File: config.mk
export PLATFORM = sky130hd
export DESIGN_NAME = uart_result_framer
export DESIGN_NICKNAME = d
export VERILOG_FILES = /design/src/rtl/uart_pkg.sv /design/src/rtl/result_fifo.sv /design/src/rtl/uart_result_framer.sv
export SDC_FILE = /design/constraint.sdc
export NUM_CORES = 1
export LEC_CHECK = 0
export CAP_MARGIN = 0
export CELL_PAD_IN_SITES_DETAIL_PLACEMENT = 1
export CELL_PAD_IN_SITES_GLOBAL_PLACEMENT = 2
export CORE_MARGIN = 2
export CORE_UTILIZATION = 49
export DETAILED_ROUTE_END_ITERATION = 6
export DONT_BUFFER_PORTS = 1
export GPL_TIMING_DRIVEN = 0
export HOLD_SLACK_MARGIN = 0.08
export PLACE_DENSITY = 0.86
export SKIP_CTS_REPAIR_TIMING = 1
export SLEW_MARGIN = 20
export SYNTH_ARGS = -nofsm -noshare
export SYNTH_HDL_FRONTEND = slang
export SYNTH_SLANG_ARGS = --single-unit
File: constraint.sdc
create_clock -name sys_clk -period 3.7 [get_ports sys_clk]
set_clock_uncertainty 0.1 [all_clocks]
set_input_delay 0.74 -clock sys_clk [delete_from_list [all_inputs] [get_ports sys_clk]]
set_output_delay 0.74 -clock sys_clk [all_outputs]
set_load 0.05 [all_outputs]
File: src/rtl/uart_pkg.sv
// Shared types and constants for the UART result framer.
// Latency: n/a (declarations only).
// Backpressure: n/a (declarations only).
package uart_pkg;

    typedef enum logic [1:0] {
        IDLE,
        LOAD,
        WAIT_BUSY,
        WAIT_DONE
    } state_t;

    localparam int         FRAME_LEN      = 4;
    localparam logic [7:0] HEADER_DEFAULT = 8'hAA;
    localparam logic [3:0] DIGIT_INVALID  = 4'hF;

    // One buffered recognition result; 12 bits wide when packed.
    typedef struct packed {
        logic [3:0] digit;
        logic [7:0] score;
    } result_t;

    localparam int ENTRY_W = $bits(result_t);

    // Digits outside 0..9 are replaced by a marker the receiver can spot.
    function automatic logic [3:0] sanitize_digit(input logic [3:0] d);
        return (d > 4'd9) ? DIGIT_INVALID : d;
    endfunction

endpackage

File: src/rtl/result_fifo.sv
// Synchronous FIFO holding recognition results between classifier and framer.
// Latency: written entry visible at pop_dat the cycle after push.
// Backpressure: push ignored while full, pop ignored while empty; no push-through when full.
//
// Ports:
//   sys_clk, sys_rst_n : clock, asynchronous active-low reset
//   push_vld, push_dat : write request and data
//   pop_rdy            : consume head entry
//   pop_dat            : head entry (valid while !empty)
//   full, empty, level : occupancy status, level counts 0..DEPTH
module result_fifo
    import uart_pkg::*;
#(
    parameter int DEPTH = 4,
    parameter int WIDTH = ENTRY_W
) (
    input  logic                     sys_clk,
    input  logic                     sys_rst_n,
    input  logic                     push_vld,
    input  logic [WIDTH-1:0]         push_dat,
    input  logic                     pop_rdy,
    output logic [WIDTH-1:0]         pop_dat,
    output logic                     full,
    output logic                     empty,
    output logic [$clog2(DEPTH):0]   level
);

    localparam int PTR_W = $clog2(DEPTH);
    localparam int LVL_W = PTR_W + 1;

    logic [WIDTH-1:0] mem_q [DEPTH];
    logic [PTR_W-1:0] wr_ptr_q, wr_ptr_d;
    logic [PTR_W-1:0] rd_ptr_q, rd_ptr_d;
    logic [LVL_W-1:0] level_q, level_d;
    logic             push_ok;
    logic             pop_ok;

    assign full    = (level_q == LVL_W'(DEPTH));
    assign empty   = (level_q == '0);
    assign level   = level_q;
    assign pop_dat = mem_q[rd_ptr_q];

    // Full is judged on the registered level, so a same-cycle pop never frees a slot.
    assign push_ok = push_vld && !full;
    assign pop_ok  = pop_rdy && !empty;

    always_comb begin
        wr_ptr_d = wr_ptr_q;
        rd_ptr_d = rd_ptr_q;
        level_d  = level_q;
        // DEPTH is a power of two, so pointers wrap by plain overflow.
        if (push_ok) begin
            wr_ptr_d = wr_ptr_q + PTR_W'(1);
        end
        if (pop_ok) begin
            rd_ptr_d = rd_ptr_q + PTR_W'(1);
        end
        case ({push_ok, pop_ok})
            2'b10:   level_d = level_q + LVL_W'(1);
            2'b01:   level_d = level_q - LVL_W'(1);
            default: level_d = level_q;
        endcase
    end

    always_ff @(posedge sys_clk or negedge sys_rst_n) begin
        if (!sys_rst_n) begin
            wr_ptr_q <= '0;
            rd_ptr_q <= '0;
            level_q  <= '0;
        end else begin
            wr_ptr_q <= wr_ptr_d;
            rd_ptr_q <= rd_ptr_d;
            level_q  <= level_d;
        end
    end

    // Storage needs no reset: nothing is read until level says it was written.
    always_ff @(posedge sys_clk) begin
        if (push_ok) begin
            mem_q[wr_ptr_q] <= push_dat;
        end
    end

endmodule

File: src/rtl/uart_result_framer.sv
// Buffers digit/score results and sends each as a 4-byte frame {HDR, digit, score, xor} to a UART.
// Latency: push into empty idle framer -> uart_en high 3 cycles later; next frame popped the cycle after the last byte.
// Backpressure: res_ready = !fifo_full; per byte waits for uart_tx_busy rise/fall, aborts frame after BUSY_TIMEOUT.
//
// Ports:
//   sys_clk, sys_rst_n               : clock, asynchronous active-low reset
//   res_valid/res_ready/res_digit/res_score : result input handshake
//   uart_en, uart_din, uart_tx_busy  : byte request interface to transmitter
//   frame_active, drop_err, fifo_level : status
module uart_result_framer
    import uart_pkg::*;
#(
    parameter int         FIFO_DEPTH   = 4,
    parameter logic [7:0] HEADER       = HEADER_DEFAULT,
    parameter int         BUSY_TIMEOUT = 16
) (
    input  logic                          sys_clk,
    input  logic                          sys_rst_n,
    input  logic                          res_valid,
    output logic                          res_ready,
    input  logic [3:0]                    res_digit,
    input  logic [7:0]                    res_score,
    output logic                          uart_en,
    output logic [7:0]                    uart_din,
    input  logic                          uart_tx_busy,
    output logic                          frame_active,
    output logic                          drop_err,
    output logic [$clog2(FIFO_DEPTH):0]   fifo_level
);

    localparam int TMO_W = $clog2(BUSY_TIMEOUT) + 1;

    // FIFO interface
    result_t push_entry;
    result_t fifo_head;
    logic    fifo_full;
    logic    fifo_empty;
    logic    fifo_pop;
    logic    fifo_push;

    // FSM and frame state
    state_t     state_q, state_d;
    logic [3:0] digit_q, digit_d;
    logic [7:0] score_q, score_d;
    logic [1:0] byte_idx_q, byte_idx_d;
    logic [TMO_W-1:0] tmo_cnt_q, tmo_cnt_d;
    logic       uart_en_q, uart_en_d;
    logic [7:0] uart_din_q, uart_din_d;
    logic       frame_active_q, frame_active_d;
    logic       drop_err_q, drop_err_d;

    logic [7:0] checksum;
    logic [7:0] cur_byte;

    assign push_entry.digit = sanitize_digit(res_digit);
    assign push_entry.score = res_score;
    assign fifo_push        = res_valid && res_ready;
    assign res_ready        = !fifo_full;

    result_fifo #(
        .DEPTH (FIFO_DEPTH),
        .WIDTH (ENTRY_W)
    ) u_fifo (
        .sys_clk   (sys_clk),
        .sys_rst_n (sys_rst_n),
        .push_vld  (fifo_push),
        .push_dat  (push_entry),
        .pop_rdy   (fifo_pop),
        .pop_dat   (fifo_head),
        .full      (fifo_full),
        .empty     (fifo_empty),
        .level     (fifo_level)
    );

    assign checksum = HEADER ^ {4'h0, digit_q} ^ score_q;

    always_comb begin
        cur_byte = checksum;
        case (byte_idx_q)
            2'd0:    cur_byte = HEADER;
            2'd1:    cur_byte = {4'h0, digit_q};
            2'd2:    cur_byte = score_q;
            default: cur_byte = checksum;
        endcase
    end

    always_comb begin
        state_d        = state_q;
        digit_d        = digit_q;
        score_d        = score_q;
        byte_idx_d     = byte_idx_q;
        tmo_cnt_d      = tmo_cnt_q;
        uart_en_d      = uart_en_q;
        uart_din_d     = uart_din_q;
        frame_active_d = frame_active_q;
        drop_err_d     = 1'b0;
        fifo_pop       = 1'b0;

        case (state_q)
            IDLE: begin
                if (!fifo_empty) begin
                    fifo_pop   = 1'b1;
                    digit_d    = fifo_head.digit;
                    score_d    = fifo_head.score;
                    byte_idx_d = 2'd0;
                    state_d    = LOAD;
                end
            end

            LOAD: begin
                uart_din_d     = cur_byte;
                uart_en_d      = 1'b1;
                frame_active_d = 1'b1;
                tmo_cnt_d      = '0;
                state_d        = WAIT_BUSY;
            end

            WAIT_BUSY: begin
                // Busy wins over timeout: a busy seen on the last allowed cycle still counts.
                if (uart_tx_busy) begin
                    uart_en_d = 1'b0;
                    state_d   = WAIT_DONE;
                end else if (tmo_cnt_q == TMO_W'(BUSY_TIMEOUT - 1)) begin
                    uart_en_d      = 1'b0;
                    drop_err_d     = 1'b1;
                    frame_active_d = 1'b0;
                    state_d        = IDLE;
                end else begin
                    tmo_cnt_d = tmo_cnt_q + TMO_W'(1);
                end
            end

            WAIT_DONE: begin
                if (!uart_tx_busy) begin
                    if (byte_idx_q == 2'(FRAME_LEN - 1)) begin
                        frame_active_d = 1'b0;
                        state_d        = IDLE;
                    end else begin
                        byte_idx_d = byte_idx_q + 2'd1;
                        state_d    = LOAD;
                    end
                end
            end

            default: state_d = IDLE;
        endcase
    end

    always_ff @(posedge sys_clk or negedge sys_rst_n) begin
        if (!sys_rst_n) begin
            state_q        <= IDLE;
            digit_q        <= '0;
            score_q        <= '0;
            byte_idx_q     <= '0;
            tmo_cnt_q      <= '0;
            uart_en_q      <= 1'b0;
            uart_din_q     <= '0;
            frame_active_q <= 1'b0;
            drop_err_q     <= 1'b0;
        end else begin
            state_q        <= state_d;
            digit_q        <= digit_d;
            score_q        <= score_d;
            byte_idx_q     <= byte_idx_d;
            tmo_cnt_q      <= tmo_cnt_d;
            uart_en_q      <= uart_en_d;
            uart_din_q     <= uart_din_d;
            frame_active_q <= frame_active_d;
            drop_err_q     <= drop_err_d;
        end
    end

    assign uart_en      = uart_en_q;
    assign uart_din     = uart_din_q;
    assign frame_active = frame_active_q;
    assign drop_err     = drop_err_q;

endmodule

==> results of run 1 <==
-- where the power goes --
part | total (mW) | internal (mW) | switching (mW)
logic | 1.15 | 0.573 | 0.578
registers | 1.77 | 1.33 | 0.439
clock network | 0.641 | 0.262 | 0.378
total | 3.56 | 2.17 | 1.40
-- per-stage QoR --
stage	worst slack (ns)	cell area, um^2	hold slack, ns
final	0.750	4140	0.101
after global placement	0.830	3930	0.346
after global routing	0.541	4140	0.0970
after CTS	0.744	4120	-0.0599
after detailed placement	0.788	3930	0.346
after floorplan	0.943	3800	0.344
-- metal layers --
metal  routed length, um  up-vias  track usage [%]
li1                    -      955                -
met1                3210     1045             24.2
met2                3600       41             30.4
met3                 224        4             4.60
met4                  55        0             6.34
met5                   0        -                0
-- layout make-up --
class	instances	area [um^2]
Timing Repair Buffer	1	27.5
Sequential cell	87	2420
Buffer	13	83.8
Multi-Input combinational cell	137	1260
Inverter	11	41.3
Fill cell	743	3460
Tap cell	102	128
Clock buffer	9	124
Clock inverter	7	62.6
-- worst min path at each step --
stage / from / endpoint / slack, ns
after floorplan: sys_rst_n / byte_idx_q[0] / 0.34
after CTS: sys_rst_n / tmo_cnt_q[3] / -0.06
after detailed placement: sys_rst_n / uart_din[5] / 0.35
after global routing: sys_rst_n / frame_active / 0.1
after global placement: sys_rst_n / uart_din[4] / 0.35
final: sys_rst_n / drop_err / 0.10
-- cells by family after synthesis --
logic type | Yosys count | share of synthesized area (%)
DFF | 87 | 63.6
and+or+nand+nor | 46 | 6.48
AOI/OAI and AO/OA | 41 | 7.47
muxes | 28 | 12.7
buffers and inverters | 24 | 3.29
adders and majority gates | 12 | 4.15
xor gates and xnor gates | 10 | 2.30
-- flip-flops by register name (all words and copies together) (netlist names), 3 cells and up --
signal / count
score_q: 8
u_fifo.level: 3
uart_din: 8
tmo_cnt_q: 5
u_fifo.mem_q: 48
digit_q: 4
-- worst reg2reg max path: stages, from the launching register on --
cell     delay [ns]
dfrtp_1        0.69
or3b_1         0.69
and2_4         0.30
inv_1          0.06
ha_1           0.18
inv_1          0.06
fa_1           0.38
xor2_1         0.15
nor2_1         0.13
xor2_1         0.15
-- layout by cell type (no fill, tap or decap), types with 2 or more instances in the layout --
| cell | instances |
|---|---|
| edfxtp_1 | 48 |
| dfrtp_1 | 39 |
| inv_1 | 11 |
| nor2_1 | 11 |
| ha_1 | 11 |
| nand2_1 | 10 |
| o21ai_0 | 9 |
| clkbuf_8 | 9 |
| and3_1 | 8 |
| a21o_1 | 8 |
| mux4_2 | 8 |
| mux2_2 | 7 |
| clkbuf_1 | 6 |
| xnor2_1 | 6 |
| mux2_4 | 6 |
| a211oi_1 | 6 |
| a21oi_1 | 4 |
| xor2_1 | 4 |
| a221oi_1 | 4 |
| mux4_1 | 4 |
| inv_6 | 4 |
| buf_2 | 3 |
| a22o_1 | 3 |
| mux2i_1 | 3 |
| nand2b_1 | 2 |
| buf_6 | 2 |
| nor2b_1 | 2 |
| nor3_1 | 2 |
| nand3_1 | 2 |
| a22oi_1 | 2 |
| inv_8 | 2 |
==> impl_metrics.yaml, run 1 <==
detailed_routing:
  drc: 0
  wl_um: 7090
  drt_first_pass_iters: 4
  first_iter_violations: 71
  ant_nets: 0
  vias_per_cell: 5.57
  vias: 2045
  wire_per_inst_um: 19.3
pwr:
  cellLeakagePower_nw: 1.66
  vdd_ir_drop_max_uv: 367
  power_mw: 3.56
  powerDensity_mw_per_mm2: 860
worst_hold_path:
  hold_class: "input port to async pin"
setup_path:
  worst_path_largest_cell_delay_ns: 0.69
  ff2ff_setup_slack_ns: 0.75
  path_depth: 9
  startpoint: "u_fifo.level[2]"
  endpoint: "u_fifo.level[2]"
  rr_endpoint: "u_fifo.level[2]"
  crit_fanout: 6
  cp.arrival_ns: 3.14
  crit_path_top_delay_cell: "dfrtp_1"
  path_cells: "or3b_1, and2_4, inv_1, ha_1, inv_1, fa_1, xor2_1, nor2_1, xor2_1"
  endpoint_kind: "register"
  critPathKind: "register to register"
  worstReg2RegStart: "u_fifo.level[2]"
  cp_top_family: "simple AND/OR/NAND/NOR gates"
  r2r_cells: 9
  crit_path_start_kind: "register"
  required_ns: 3.89
  cp_num_buf_inv: 2
clocking:
  cts_num_sinks: 87
  clkTransAtPathRegs_ns: 0.10
  cts_made_buffers: 9
  clockBufferDepth: 2
  cts_tree: "yes"
  root_buffer: "clkbuf_8"
  h-tree-depth: 3
  insertion_delay_ns: 0.36
placed_design:
  place_congestion: 0.773
  numPortBuffers: 0
  dp_hpwl_um: 4860
  dpl.cell_count: 350
sta:
  tns_ns: 0
  rsz0062_at_grt: "false"
  max-slew-margin-rel_pct: 56.7
  fin_crit_sh_pct: 79.7
  fmax_mhz: 339
  setup_viol: 0
  worst_pin_slew_ns: 0.650
  drv_slew: 0
  report.final.hold_viol_count: 0
  period_needed_ns: 2.95
global_routing:
  first_global_vias: 2242
  grtUsageTotal_pct: 18.5
  grt_max_degree: 40
  grt-ovfl-total: 0
  grt_pass1_wl_um: 11800
  antenna_found_initial: 0
logic_synthesis:
  synth.most_common_cell: "edfxtp_1"
  yosysTopAreaCell: "edfxtp_1"
  ys_seq_elements: 87
  syn_inst: 248
  yosysUniqueCellTypes: 45
  yosys_most_used_dff: "edfxtp_1"
  synth_edf_count: 48
  yosysSeqAreaShare_pct: 63.6
  synth_nets: 276
  yosysWarningCount: 0
  synthTopCellsByArea: "edfxtp_1, dfrtp_1, mux4_2, ha_1, mux4_1"
  avgSynthCellArea_um2: 15.3
  synth_commonest_cells: "edfxtp_1, dfrtp_1, ha_1, inv_1, nor2_1"
  syn_area_mm2: 0.00380
  synth_top_area_share_pct: 37.9
  synthArstFlopShare_pct: 44.8
cells_and_area:
  final_nets: 288
  fin_cells: 367
  utilization_pct: 54.5
  areaGrowthSynthToFinish_pct: 8.98
  post_route_cells_drive_above_1_share_pct: 17.7
  num_antenna_cells: 0
status:
  status: "completed"
job:
  maxCapViolations: 0
floorplan:
  dieArea_mm2: 0.00848
  rows: 32
  io_pins: 31
  start_util_pct: 50.0
  coreArea_mm2: 0.00761
  dieWidth_um: 92.1
  die_h_um: 92.1
Power figures use the tool's default switching activity.
==> inputs of run 2 (changes only) <==
--- a/config.mk
+++ b/config.mk
@@ -9,12 +9,12 @@
 export CELL_PAD_IN_SITES_DETAIL_PLACEMENT = 1
 export CELL_PAD_IN_SITES_GLOBAL_PLACEMENT = 2
 export CORE_MARGIN = 2
-export CORE_UTILIZATION = 49
+export CORE_UTILIZATION = 41
 export DETAILED_ROUTE_END_ITERATION = 6
 export DONT_BUFFER_PORTS = 1
 export GPL_TIMING_DRIVEN = 0
 export HOLD_SLACK_MARGIN = 0.08
-export PLACE_DENSITY = 0.86
+export PLACE_DENSITY = 0.77
 export SKIP_CTS_REPAIR_TIMING = 1
 export SLEW_MARGIN = 20
 export SYNTH_ARGS = -nofsm -noshare
==> constraint.sdc (replaced) <==
create_clock -name sys_clk -period 2.5 [get_ports sys_clk]
set_clock_uncertainty 0.1 [all_clocks]
set_input_delay 0.5 -clock sys_clk [delete_from_list [all_inputs] [get_ports sys_clk]]
set_output_delay 0.5 -clock sys_clk [all_outputs]
set_load 0.05 [all_outputs]
==> run 2 against run 1 <==
Final area up 1.8%. Critical path type unchanged. Via count down 1.2%. Flip-flop and latch count unchanged. Sequential share of layout area down 0.97 points. Register-to-register slack worse by 0.71 ns.
==> impl_metrics.yaml, run 2 (synthesis gave the netlist of run 1 again) <==
cells_and_area:
  largest_reg_flops: 48
  layout_common_cells: "edfxtp_1, dfrtp_1, nor2_1, nand2_1, ha_1"
  areaGrowthSynthToFinish_pct: 11.0
  post_route_cells_drive_above_1_share_pct: 22.0
  final_nets: 291
  num_antenna_cells: 0
  top_register: "u_fifo.mem_q"
  layout_commonest_cell: "edfxtp_1"
  utilization_pct: 46.3
  fill_cells: 898
floorplan:
  coreArea_mm2: 0.00911
  rows: 35
  dieWidth_um: 100
  dieArea_mm2: 0.0101
  die_h_um: 100
  start_util_pct: 41.7
  io_pins: 31
global_routing:
  grtUsageTotal_pct: 14.6
  grt_max_degree: 40
  grt-ovfl-total: 0
  first_global_vias: 2148
  antenna_found_initial: 0
  grt_pass1_wl_um: 11100
sta:
  setup_viol: 0
  fmax_mhz: 407
  drv_slew: 0
  report.final.hold_viol_count: 0
  worst_pin_slew_ns: 0.701
  period_needed_ns: 2.46
  max-slew-margin-rel_pct: 53.2
  fin_crit_sh_pct: 98.4
  rsz0062_at_grt: "true"
clocking:
  cts_made_buffers: 9
  cts_num_sinks: 87
  clkTransAtPathRegs_ns: 0.10
  clockBufferDepth: 2
  h-tree-depth: 3
  insertion_delay_ns: 0.34
  root_buffer: "clkbuf_8"
  cts_tree: "yes"
pwr:
  cellLeakagePower_nw: 1.67
  switching_share_pct: 38.6
  clockPowerShare_pct: 17.8
  power_switching_mw: 2.05
  vdd_ir_drop_max_uv: 445
  power_mw: 5.31
  combinationalPowerShare_pct: 33.0
  p_seq_share_pct: 49.3
  powerDensity_mw_per_mm2: 1260
  internal_power_mw: 3.26
placed_design:
  dp_hpwl_um: 4580
  place_congestion: 0.713
  numPortBuffers: 0
setup_path:
  critPathKind: "register to register"
  crit_path_top_delay_cell: "or3b_4"
  crit_path_start_kind: "register"
  path_cells: "or3b_4, and2_4, inv_4, ha_4, inv_2, fa_2, xor2_1, nor2_1, xor2_1"
  cp.arrival_ns: 2.63
  required_ns: 2.67
  crit_top_cell: "xor2_1"
  r2r_cells: 9
  crit_fanout: 6
  endpoint_kind: "register"
  worst_path_largest_cell_delay_ns: 0.56
worst_hold_path:
  hold_class: "input port to register"
  hold_depth: 0
detailed_routing:
  ant_nets: 0
  drc: 0
  wl_um: 6760
  drt_first_pass_iters: 4
  vias_per_cell: 5.33
  wire_per_inst_um: 17.8
  vias: 2021
  first_iter_violations: 65
status:
  status: "completed"
job:
  maxCapViolations: 0
-- run 2: cell type report --
cell class | instances | area [um^2] | area share [%]
repair buffers | 4 | 52.6 | 1.25
clock inverters | 7 | 66.3 | 1.57
inverters | 11 | 43.8 | 1.04
plain buffers | 13 | 83.8 | 1.99
clock buffers | 9 | 124 | 2.94
well taps | 111 | 139 | 3.29
flip-flops and latches | 87 | 2420 | 57.4
multi-input cells | 137 | 1290 | 30.6
-- run 2: worst paths after layout --
kind | slack (ns) | start | end
setup reg to reg | 0.04 | u_fifo.level[0] | u_fifo.level[2]
hold / removal | 0.14 | res_score[4] | u_fifo.mem_q[0][4]
max in group asynchronous | 1.54 | sys_rst_n | u_fifo.level[2]
min in group asynchronous | 0.54 | sys_rst_n | drop_err
setup / recovery | 0.04 | u_fifo.level[0] | u_fifo.level[2]
hold reg to reg | 0.41 | score_q[6] | uart_din[6]
-- run 2: metrics by stage --
| step | hold slack, ns | cells | worst slack (ns) | setup TNS [ns] | instance area [um^2] |
|---|---|---|---|---|---|
| 2_1_floorplan | 0.104 | 248 | 0.0633 | 0 | 3810 |
| 3_3_place_gp | 0.106 | 359 | -0.0189 | -0.0189 | 3950 |
| 3_5_place_dp | 0.106 | 359 | -0.0390 | -0.0495 | 3950 |
| 4_1_cts | -0.291 | 375 | -0.0710 | -0.104 | 4140 |
| 5_1_grt | 0.108 | 379 | -0.0643 | -0.0643 | 4220 |
| 6_report | 0.140 | 379 | 0.0408 | 0 | 4220 |
-- run 2: critical path: cells and delay by family (launching register included) --
family	cells	cell delay [ns]
AND/OR/NAND/NOR	3	0.87
flip-flops	1	0.55
adder cells (fa/ha/maj)	2	0.46
XOR/XNOR	2	0.31
buffers and inverters	2	0.09
-- run 2: metal layers --
layer	vias to the layer above	wire length [um]	global-route usage, %
met1	1028	3060	19.6
li1	963	-	-
met3	4	222	3.62
met2	26	3430	23.5
met5	-	0	0
met4	0	42	4.74
-- run 2: power by group through the flow --
stage / logic, mW / clock network (mW) / registers, mW
floorplan: 1.39 / 0 / 2.56
global placement: 1.66 / 0 / 2.64
detailed placement: 1.71 / 0 / 2.66
CTS: 1.71 / 0.981 / 2.63
global route: 1.98 / 1.02 / 2.67
finish: 1.75 / 0.945 / 2.62
==> inputs of run 3 (changes only) <==
--- a/config.mk
+++ b/config.mk
@@ -14,7 +14,7 @@
 export DONT_BUFFER_PORTS = 1
 export GPL_TIMING_DRIVEN = 0
 export HOLD_SLACK_MARGIN = 0.08
-export PLACE_DENSITY = 0.77
+export PLACE_DENSITY = 0.74
 export SKIP_CTS_REPAIR_TIMING = 1
 export SLEW_MARGIN = 20
 export SYNTH_ARGS = -nofsm -noshare
==> run 3 against run 2 <==
Critical path depth shrank 1. Largest cell class unchanged. Hold slack lost 0.020 ns. The flow now finishes with violations (negative setup slack). Worst setup slack lost 0.056 ns. Via count grew 1.1%. Die area is the same.
==> impl_metrics.yaml, run 3 (synthesis gave the netlist of run 1 again) <==
status:
  status: "finished with violations"
  failed_checks: "negative setup slack"
sta:
  max-slew-margin-rel_pct: 56.6
  drv_slew: 0
  tns_ns: -0.0152
  setup_viol: 1
  rsz0062_at_grt: "true"
  period_needed_ns: 2.52
  worst_pin_slew_ns: 0.650
  fmax_mhz: 398
  report.final.hold_viol_count: 0
  fin_crit_sh_pct: 101
  layout_setup_ws_ns: -0.0152
cells_and_area:
  fin_cells: 381
  fill_cells: 911
  largest_reg_flops: 48
  final_area_mm2: 0.00425
  post_route_cells_drive_above_1_share_pct: 22.2
  top_register: "u_fifo.mem_q"
  areaGrowthSynthToFinish_pct: 11.6
  layout_common_cells: "edfxtp_1, dfrtp_1, nor2_1, nand2_1, ha_1"
  final_nets: 293
  num_antenna_cells: 0
  layout_commonest_cell: "edfxtp_1"
detailed_routing:
  vias: 2044
  wl_met1_um: 3110
  ant_nets: 0
  wl_met3_um: 239
  met2_length_um: 3400
  drc: 0
  wire_per_inst_um: 17.9
  first_iter_violations: 33
  highest_layer: "met4"
  vias_per_cell: 5.36
  drt_first_pass_iters: 4
  wl_um: 6840
worst_hold_path:
  min_from: "res_score[2]"
  hold_class: "input port to register"
global_routing:
  grt_max_degree: 40
  grt_pass1_wl_um: 11400
  first_global_vias: 2232
  grt-ovfl-total: 0
  antenna_found_initial: 0
  grtUsageTotal_pct: 15.2
pwr:
  powerDensity_mw_per_mm2: 1260
  vdd_ir_drop_max_uv: 372
  cellLeakagePower_nw: 1.69
  power_mw: 5.37
floorplan:
  rows: 35
  dieWidth_um: 100
  start_util_pct: 41.7
  die_h_um: 100
  io_pins: 31
  coreArea_mm2: 0.00911
  dieArea_mm2: 0.0101
placed_design:
  dp_hpwl_um: 4670
  numPortBuffers: 0
  dpl.cell_count: 359
  placed_area_mm2: 0.00395
  place_congestion: 0.741
  pre_cts_ws_ns: -0.0626
clocking:
  root_buffer: "clkbuf_8"
  insertion_delay_ns: 0.36
  h-tree-depth: 3
  cts_made_buffers: 9
  clkTransAtPathRegs_ns: 0.11
  cts_num_sinks: 87
  clockBufferDepth: 2
  cts_tree: "yes"
setup_path:
  endpoint_kind: "register"
  worstReg2RegStart: "u_fifo.level[1]"
  critPathKind: "register to register"
  startpoint: "u_fifo.level[1]"
  crit_fanout: 10
  required_ns: 2.67
  cp.arrival_ns: 2.68
  crit_path_start_kind: "register"
job:
  maxCapViolations: 0
[run 3: changes by cell type in the layout (fill, tap and decap cells not counted), sizes merged]
cell / change
inv: -3
buf: +2
clkinv: +3
[run 3: where the power goes]
group,internal [mW],switching (mW),total (mW),leakage (nW)
clock network,0.402,0.586,0.988,0.105
registers,1.98,0.646,2.62,0.913
logic,0.903,0.856,1.76,0.669
total,3.28,2.09,5.37,1.69
[run 3: final cells by class]
type,instances,area [um^2],share of cell area [%]
Timing Repair Buffer,6,67.6,1.59
Tap cell,111,139,3.27
Clock inverter,7,83.8,1.97
Inverter,11,41.3,0.973
Buffer,13,83.8,1.97
Sequential cell,87,2420,57.0
Multi-Input combinational cell,137,1280,30.3
Clock buffer,9,124,2.92
[run 3: final timing paths]
kind | end | slack (ns) | depth (start not counted)
min in group asynchronous | uart_din[5] | 0.50 | 2
max in group asynchronous | u_fifo.level[0] | 1.57 | 2
max reg2reg | u_fifo.level[1] | -0.02 | 8
max | u_fifo.level[1] | -0.02 | 8
min reg2reg | uart_din[4] | 0.42 | 1
min | u_fifo.mem_q[1][2] | 0.12 | 0
[run 3: stage by stage]
step | util (%) | hold slack (ns)
floorplan | - | 0.104
global placement | 43.3 | 0.106
detailed placement | 43.3 | 0.106
CTS | 45.6 | -0.306
global route | 46.6 | 0.0899
finish | 46.6 | 0.120
[run 3: critical path, cell delays in order, from the launching register on]
cell     delay, ns
dfrtp_2       0.54
or3_1         0.51
nand2_4       0.15
buf_6         0.18
inv_1         0.09
ha_4          0.17
inv_2         0.05
fa_2          0.42
o21ai_0       0.20
[run 3: routing by layer]
metal	GRT usage [%]	vias to the layer above
met2	25.3	35
met4	4.43	0
li1	-	967
met3	5.15	5
met5	0	-
met1	18.9	1037
